File: src/rtl/matmul_host_driver.sv
// matmul_host_driver: feeds operand pairs to the 2x2 matmul tile and checks its C result against a reference model.
module matmul_host_driver #(
    parameter int LATENCY = 2
) (
    input  logic        clk,
    input  logic        rst,
    input  logic        s_valid,
    output logic        s_ready,
    input  logic [7:0]  s_a,
    input  logic [7:0]  s_b,
    output logic [7:0]  mm_ui_in,
    output logic [7:0]  mm_uio_in,
    output logic        mm_ena,
    input  logic [7:0]  mm_uo_out,
    input  logic [7:0]  mm_uio_out,
    output logic        m_valid,
    input  logic        m_ready,
    output logic [15:0] m_c,
    output logic        m_mismatch,
    output logic [7:0]  err_count,
    output logic        busy
);
    typedef enum logic [1:0] {IDLE, RUN, HOLD} state_t;
    localparam logic [3:0] LAT_M1 = 4'(LATENCY - 1);
    state_t      r_state;
    logic [3:0]  r_cnt;
    logic [15:0] w_exp;
    logic [15:0] w_c;
    logic        w_mis;
    function automatic logic [3:0] dot(input logic [1:0] p0, q0, p1, q1);
        logic signed [4:0] e0, f0, e1, f1, s;
        e0 = {{3{p0[1]}}, p0};
        f0 = {{3{q0[1]}}, q0};
        e1 = {{3{p1[1]}}, p1};
        f1 = {{3{q1[1]}}, q1};
        s  = e0 * f0 + e1 * f1;
        return s[3:0];
    endfunction
    // Operand registers stay constant throughout RUN, so the model reads them directly.
    assign w_exp = {dot(mm_ui_in[7:6], mm_uio_in[7:6], mm_ui_in[5:4], mm_uio_in[3:2]),
                    dot(mm_ui_in[7:6], mm_uio_in[5:4], mm_ui_in[5:4], mm_uio_in[1:0]),
                    dot(mm_ui_in[3:2], mm_uio_in[7:6], mm_ui_in[1:0], mm_uio_in[3:2]),
                    dot(mm_ui_in[3:2], mm_uio_in[5:4], mm_ui_in[1:0], mm_uio_in[1:0])};
    assign w_c   = {mm_uo_out, mm_uio_out};
    assign w_mis = w_exp != w_c;
    always_ff @(posedge clk) begin
        if (rst) begin
            r_state    <= IDLE;
            r_cnt      <= '0;
            s_ready    <= 1'b0;
            mm_ui_in   <= '0;
            mm_uio_in  <= '0;
            mm_ena     <= 1'b0;
            m_valid    <= 1'b0;
            m_c        <= '0;
            m_mismatch <= 1'b0;
            err_count  <= '0;
            busy       <= 1'b0;
        end else begin
            case (r_state)
                IDLE: begin
                    s_ready <= 1'b1;
                    if (s_valid && s_ready) begin
                        mm_ui_in  <= s_a;
                        mm_uio_in <= s_b;
                        mm_ena    <= 1'b1;
                        r_cnt     <= LAT_M1;
                        s_ready   <= 1'b0;
                        busy      <= 1'b1;
                        r_state   <= RUN;
                    end
                end
                RUN: begin
                    if (r_cnt == 4'd0) begin
                        m_c        <= w_c;
                        m_mismatch <= w_mis;
                        if (w_mis && err_count != 8'hFF)
                            err_count <= err_count + 8'd1;
                        mm_ena    <= 1'b0;
                        mm_ui_in  <= '0;
                        mm_uio_in <= '0;
                        m_valid   <= 1'b1;
                        r_state   <= HOLD;
                    end else begin
                        r_cnt <= r_cnt - 4'd1;
                    end
                end
                HOLD: begin
                    if (m_ready) begin
                        m_valid <= 1'b0;
                        s_ready <= 1'b1;
                        busy    <= 1'b0;
                        r_state <= IDLE;
                    end
                end
                default: r_state <= IDLE;
            endcase
        end
    end
endmodule

File: config.mk
export PLATFORM = sky130hd
export DESIGN_NAME = matmul_host_driver
export DESIGN_NICKNAME = d
export VERILOG_FILES = /design/src/rtl/matmul_host_driver.sv
export SDC_FILE = /design/constraint.sdc
export NUM_CORES = 1
export LEC_CHECK = 0
export CORE_MARGIN = 1
export CORE_UTILIZATION = 45
export DETAILED_ROUTE_END_ITERATION = 10
export PLACE_DENSITY = 0.87
export SLEW_MARGIN = 25
export SYNTH_ARGS = -nofsm -noshare
export SYNTH_HDL_FRONTEND = slang
export SYNTH_SLANG_ARGS = --single-unit
File: constraint.sdc
create_clock -name clk -period 4.2 [get_ports clk]
set_clock_uncertainty 0.2 [all_clocks]
set_input_delay 0.84 -clock clk [delete_from_list [all_inputs] [get_ports clk]]
set_output_delay 0.84 -clock clk [all_outputs]
set_load 0.01 [all_outputs]
==> run summary, run 1 <==
Outcome: complete, but fails checks
Failing checks: negative setup slack
Largest net degree at the start of global routing: 55
Vias in the first global route: 3,096
Max-Cap Viols: 0
Seq cells post-synth: 51
Final min period: 4.301 ns
CTS H-tree depth: 2
CP Capture Type: flop
Critical path arrival: 4.31 ns
PwrDens: 252.5 nW/um^2
Final Max Tran Viols: 0
Final hold vios: 0
Final period util: 102.4%
Clock buffer depth: 2
Worst reg2reg endpoint: err_count[0]$_SDFFE_PP0P_
Post-route ant nets: 0
CTS tree: yes
Worst EP required: 4.21 ns
Die Y: 87.22 um
Core Util, Final: 64.78%
Root buffer cell: clkbuf_8
Worst relative slew slack: 38.44%
Setup violations, final: 8
GRT overflow: 0
Cells after synthesis: 391
Buffers added on ports: 80
R2r startpoint: mm_ui_in[6]$_SDFFE_PP0P_
Post-Place Cells: 568
Main synth FF type: dfxtp_1
Post-synth EDFFs: 0
Drt drc: 0
Leakage: 0.001753 uW
Vias per cell: 5.190
Final wirelength: 8951 um
1st-pass router iterations: 4
Die Span X: 87.22 um
Initial Util: 47.32%
FF-to-FF path depth: 16
Hold_buf cts: 0
Antenna cells: 0
Initial antenna violation count: 0
WL/cell: 15.43 um
Peak VDD IR: 0.1718 mV
Top-Level Pins: 81
Mapped Avg Cell Area: 8.358 um^2
Synth warnings: 0
Via count: 3,010
Clock transition at the registers of the reported paths: 0.10 ns
Worst-margin pin slew: 0.9234 ns
Layout Cells excl Fill: 580
Layout cell share with drive strength beyond 1: 12.60%
CTS sink count: 51
Final Wtd Congestion: 0.9027
Pwr Total: 1130 uW
CTS Buf Count: 5
Setup ws final: -0.1011 ns
Fmax: 232.5 MHz
Unique masters post-synth: 33
Crit path to: err_count[0]$_SDFFE_PP0P_
Area growth syn-to-layout: 36.91%
Sequential share of the synthesized area: 31.24%
Die area: 7607 um^2
Syn_nets: 469
Detail Placement HPWL: 6568 um
Core area: 6907 um^2
Filler cell count: 582
Ys async rst share: 0%
FF-to-FF setup slack: -0.10 ns
Critical Path Start: mm_ui_in[6]$_SDFFE_PP0P_
Hold WC Path Type: reg -> reg
Layout Nets: 561
Critical path peak fanout: 6
Rows: 30
All-layer global routing usage: 24.08%
Hold Crit Start: m_c[5]$_SDFFE_PP0P_
First-pass GRT wire length: 14,150 um
RSZ-0062 raised after global routing: true
Initial DRC Count: 172
Crit path kind: reg -> reg
Mapped cell area: 3268 um^2
Startpoint Class: flop
Worst skew pair latency: 0.31 ns
[critical path, stage by stage (launching register included)]
cell      delay, ns
dfxtp_4        0.38
nand2b_4       0.14
fa_1           0.57
inv_2          0.06
ha_4           0.25
inv_2          0.03
fa_1           0.42
inv_1          0.07
ha_2           0.17
inv_2          0.03
fa_1           0.48
xnor2_1        0.16
nor4_1         0.27
nand4_1        0.26
o21ai_4        0.30
a41oi_2        0.08
mux2_4         0.32
[worst min-delay path by stage]
stage                            to  slack (ns)  cells after the start
2_1_floorplan   m_c[0]$_SDFFE_PP0P_        0.28                      2
3_3_place_gp    m_c[3]$_SDFFE_PP0P_        0.24                      2
3_5_place_dp   m_c[12]$_SDFFE_PP0P_        0.25                      2
4_1_cts        m_c[12]$_SDFFE_PP0P_        0.26                      2
5_1_grt         m_c[9]$_SDFFE_PP0P_        0.28                      2
6_report        m_c[5]$_SDFFE_PP0P_        0.26                      2
[per-stage QoR]
stage          area, um^2  worst slack [ns]  hold slack, ns  TNS, ns
5_1_grt              4474           -0.2537          0.2789   -1.710
2_1_floorplan        3268            0.1290          0.2805        0
3_3_place_gp         4250           0.04191          0.2407        0
6_report             4474           -0.1011          0.2602  -0.4095
3_5_place_dp         4250           -0.1323          0.2457  -0.6965
4_1_cts              4410          -0.06403          0.2586  -0.2021
[cells in the mapped netlist, types with 3 or more instances]
cell      instances  area share (%)
nand2_1          72             8.3
xor2_1           12             3.2
inv_1            40             4.6
or3_1             4            0.77
nor2_1           14             1.6
dfxtp_1          51              31
clkbuf_1         13             1.5
ha_1             22             8.4
nor2b_1           3            0.57
nor4_1            5            0.96
nand2b_1         11             2.1
nand3_1          20             3.1
o21ai_0           7             1.1
xnor2_1          26             7.0
nor3_1            3            0.46
fa_1             20              12
a21oi_1          46             7.0
[flip-flops by register name (all words and copies together), names as in the netlist]
name,cells
busy,1
err_count,8
m_c,16
m_mismatch,1
m_valid,1
mm_ena,1
mm_ui_in,8
mm_uio_in,8
r_cnt,4
r_state,2
s_ready,1
[layout by cell type, fill, tap and decap left out, drive strengths merged, types with 2 or more instances in the layout]
master,synthesis,layout
o21ai,8,8
dfxtp,51,51
clkdlybuf4s50,0,79
inv,40,40
or3,4,4
nor2b,3,3
nand2b,11,11
buf,3,22
and3,2,2
xnor2,26,26
nor4,5,5
nand3,21,21
ha,22,22
nor2,14,14
nand3b,2,2
a31oi,2,2
a21oi,46,46
nand2,72,72
clkbuf,13,6
fa,20,20
nand4,2,2
xor2,12,12
mux2,2,2
nor3,3,3
[repair_timing]
action | in CTS | in global routing
buffers inserted | 3 | 0
cloned | 0 | 0
endpoints found under the setup margin | 8 | 9
pin swaps | 13 | 20
gates resized for setup | 17 | 18
[report_power, final]
part	switching (uW)	leakage, uW	total (uW)	internal, uW
Combinational	152	0.00129	308	157
Clock	175	0.0000412	292	117
Sequential	23.9	0.000420	530	506
Total	350	0.00175	1130	780
[metal layers]
metal	part of all wire (%)	vias up	wire length, um	GRT usage [%]
li1	-	1454	-	-
met1	41	1433	3672	27.63
met2	51	105	4580	44.60
met3	5.5	18	494	5.213
met4	2.3	0	203	7.303
met5	0	-	0	0
[area by class of cell]
type	count	area [um^2]	share of cell area, %
clock inverter	2	12.51	0.2796
inverter	40	150.1	3.356
tap	96	120.1	2.685
clock buffer	6	72.57	1.622
multi-input combinational	284	2121	47.40
timing repair buffer	101	957.2	21.39
sequential	51	1041	23.27
[logic make-up (layout without fill, tap and decap cells)]
group           after synthesis  after routing  share of synthesized area, %
mux                           3              3                        0.9954
buf+inv                      56            149                         6.929
compound gates               60             60                         9.993
xor+xnor                     38             38                         10.18
simple gates                141            141                         19.98
flops                        51             51                         31.24
fa+ha+maj                    42             42                         20.67
Note: power is estimated with default switching activity, not from simulation.
==> inputs of run 2 (changes only) <==
- CTS_CLUSTER_DIAMETER: unset -> 50
==> results of run 2 <==
Final layout, timing and power as in run 1 (identical DEF).
==> inputs of run 3 (changes only) <==
- CORE_UTILIZATION: 45 -> 50
- PLACE_DENSITY: 0.87 -> 0.91
- clock period: 4.2 -> 4.25 ns (I/O delays scaled with it)
==> run 3 against run 2 <==
The run still ends with negative setup slack left. Register-to-register slack got worse by 0.04 ns. Sequential share of layout area barely moved. Utilization rose by 5.8 points. Critical path depth rose by 1. Clock-buffer cell count fell by 1.
==> run summary, run 3 (synthesis results as in run 1) <==
Setup TNS: -0.5748 ns (was -0.4095 ns)
Initial antenna violation count: 0 (unchanged)
Clock share of power: 26.7% (was 25.8%)
Critical path peak fanout: 5 (was 6)
Startpoint Class: flop (unchanged)
WL/cell: 16.61 um (was 15.43 um)
Failing checks: negative setup slack (unchanged)
Clock transition at the registers of the reported paths: 0.10 ns (about the same)
Detail Placement HPWL: 6328 um (was 6568 um)
Post-route ant nets: 0 (unchanged)
Final wirelength: 9250 um (was 8951 um)
Rows: 29 (was 30)
Crit path kind: reg -> reg (unchanged)
All-layer global routing usage: 25.78% (was 24.08%)
Hold_buf cts: 0 (unchanged)
Worst skew pair latency: 0.32 ns (was 0.31 ns)
Via count: 3,165 (was 3,010)
PwrDens: 250.7 nW/um^2 (was 252.5 nW/um^2)
Core area: 6314 um^2 (was 6907 um^2)
Sw Share: 31.32% (was 31.00%)
Layout Nets: 557 (was 561)
Die area: 6863 um^2 (was 7607 um^2)
Leakage: 0.001748 uW (was 0.001753 uW)
Final hold vios: 0 (unchanged)
Worst relative slew slack: 32.63% (was 38.44%)
Worst EP required: 4.26 ns (was 4.21 ns)
Setup violations, final: 7 (was 8)
Die Span X: 82.85 um (was 87.22 um)
FF-to-FF setup slack: -0.14 ns (was -0.10 ns)
Biggest register: m_c (unchanged)
CTS tree: yes (unchanged)
Buffers added on ports: 80 (unchanged)
CP Capture Type: flop (unchanged)
Cell-internal power: 767.3 uW (was 779.5 uW)
Top-Level Pins: 81 (unchanged)
Final Wtd Congestion: 0.9727 (was 0.9027)
Root buffer cell: clkbuf_8 (unchanged)
Vias per cell: 5.682 (was 5.190)
Most frequent cells in the layout: clkdlybuf4s50_1 (79), nand2_1 (72), a21oi_1 (44) (was clkdlybuf4s50_1 (79), nand2_1 (72), a21oi_1 (46))
Largest net degree at the start of global routing: 55 (unchanged)
Die Y: 82.85 um (was 87.22 um)
Initial DRC Count: 247 (was 172)
Commonest non-fill, non-tap cell in the layout: clkdlybuf4s50_1 (unchanged)
CTS sink count: 51 (unchanged)
Max-Cap Viols: 0 (unchanged)
GRT overflow: 0 (unchanged)
CTS Buf Count: 5 (unchanged)
Max reg flops: 16 (unchanged)
Clock buffer depth: 2 (unchanged)
Hold WC Path Type: reg -> reg (unchanged)
Setup ws final: -0.1383 ns (was -0.1011 ns)
Net load switching power: 349.8 uW (was 350.2 uW)
Share of power burned in registers: 47.0% (was 46.9%)
Final Max Tran Viols: 0 (unchanged)
RSZ-0062 raised after global routing: true (unchanged)
Final period util: 103.3% (was 102.4%)
First-pass GRT wire length: 14,260 um (was 14,150 um)
Antenna cells: 0 (unchanged)
Area growth syn-to-layout: 36.33% (was 36.91%)
1st-pass router iterations: 5 (was 4)
Initial Util: 51.76% (was 47.32%)
CTS H-tree depth: 2 (unchanged)
Final min period: 4.388 ns (was 4.301 ns)
Worst-margin pin slew: 1.011 ns (was 0.9234 ns)
Worst hold slack: 0.2634 ns (was 0.2602 ns)
Critical path arrival: 4.40 ns (was 4.31 ns)
Vias in the first global route: 3,025 (was 3,096)
Drt drc: 0 (unchanged)
Fmax: 227.9 MHz (was 232.5 MHz)
Layout cell share with drive strength beyond 1: 13.13% (was 12.60%)
Gate power share: 26.4% (was 27.3%)
Peak VDD IR: 0.1903 mV (was 0.1718 mV)
Outcome: complete, but fails checks (unchanged)
-- run 3: changes by cell type in the layout (fill, tap and decap cells not counted), sizes merged --
cell / previous run / this run
clkbuf: 6 / 5
clkinv: 1 / 0
clkinvlp: 1 / 2
inv: 40 / 41
buf: 22 / 18
-- run 3: routing by layer --
| metal | global-route usage (%) | vias up | part of all wire (%) |
|---|---|---|---|
| met3 | 4.076 | 64 | 6.0 |
| li1 | - | 1444 | - |
| met2 | 44.71 | 169 | 49 |
| met5 | 0 | - | 0 |
| met1 | 31.01 | 1488 | 39 |
| met4 | 12.70 | 0 | 6.2 |
-- run 3: final timing paths --
path                                                start                         to  depth (start not counted)
worst max register to register  mm_uio_in[2]$_SDFFE_PP0P_  err_count[0]$_SDFFE_PP0P_                         17
worst max-delay path            mm_uio_in[2]$_SDFFE_PP0P_  err_count[0]$_SDFFE_PP0P_                         17
worst min-delay path                 m_c[14]$_SDFFE_PP0P_       m_c[14]$_SDFFE_PP0P_                          2
worst min register to register       m_c[14]$_SDFFE_PP0P_       m_c[14]$_SDFFE_PP0P_                          2
-- run 3: power by group through the flow --
stage / Clock, uW / Combinational (uW) / Sequential [uW]
finish: 298 / 294 / 525
global route: 328 / 321 / 528
CTS: 301 / 279 / 523
detailed placement: 0 / 275 / 533
global placement: 0 / 267 / 532
floorplan: 0 / 151 / 538
-- run 3: worst max-delay path: stages (launching register included) --
cell     delay [ns]
dfxtp_2        0.40
nand2_1        0.14
fa_1           0.58
inv_2          0.06
ha_4           0.26
inv_2          0.03
fa_1           0.43
inv_1          0.08
ha_2           0.18
inv_2          0.04
fa_2           0.56
xnor2_1        0.07
nor4_1         0.28
nand4_1        0.20
o21ai_2        0.23
buf_4          0.16
a41oi_4        0.04
mux2_4         0.33
-- run 3: through the flow --
stage | cells | total power [uW] | utilization, % | area (um^2) | worst slack, ns
2_1_floorplan | 391 | 688.7 | - | 3268 | 0.1790
3_3_place_gp | 543 | 798.6 | 66.23 | 4182 | 0.03469
3_5_place_dp | 543 | 808.6 | 66.23 | 4182 | -0.08523
4_1_cts | 552 | 1103 | 68.05 | 4297 | -0.01775
5_1_grt | 557 | 1176 | 70.57 | 4456 | -0.2647
6_report | 557 | 1117 | 70.57 | 4456 | -0.1383
-- run 3: final cells by class --
class	instances	area (um^2)
Inverter	40	150.1
Multi-Input combinational cell	284	2151
Tap cell	77	96.34
Clock inverter	3	23.77
Clock buffer	5	68.82
Fill cell	478	1858
Timing Repair Buffer	97	928.4
Sequential cell	51	1037
-- run 3: what timing repair did --
item	CTS	global route
buffers inserted	1	3
resized for setup	7	30
gates cloned	0	1
pin swaps	4	24
endpoints found under the setup margin	3	9
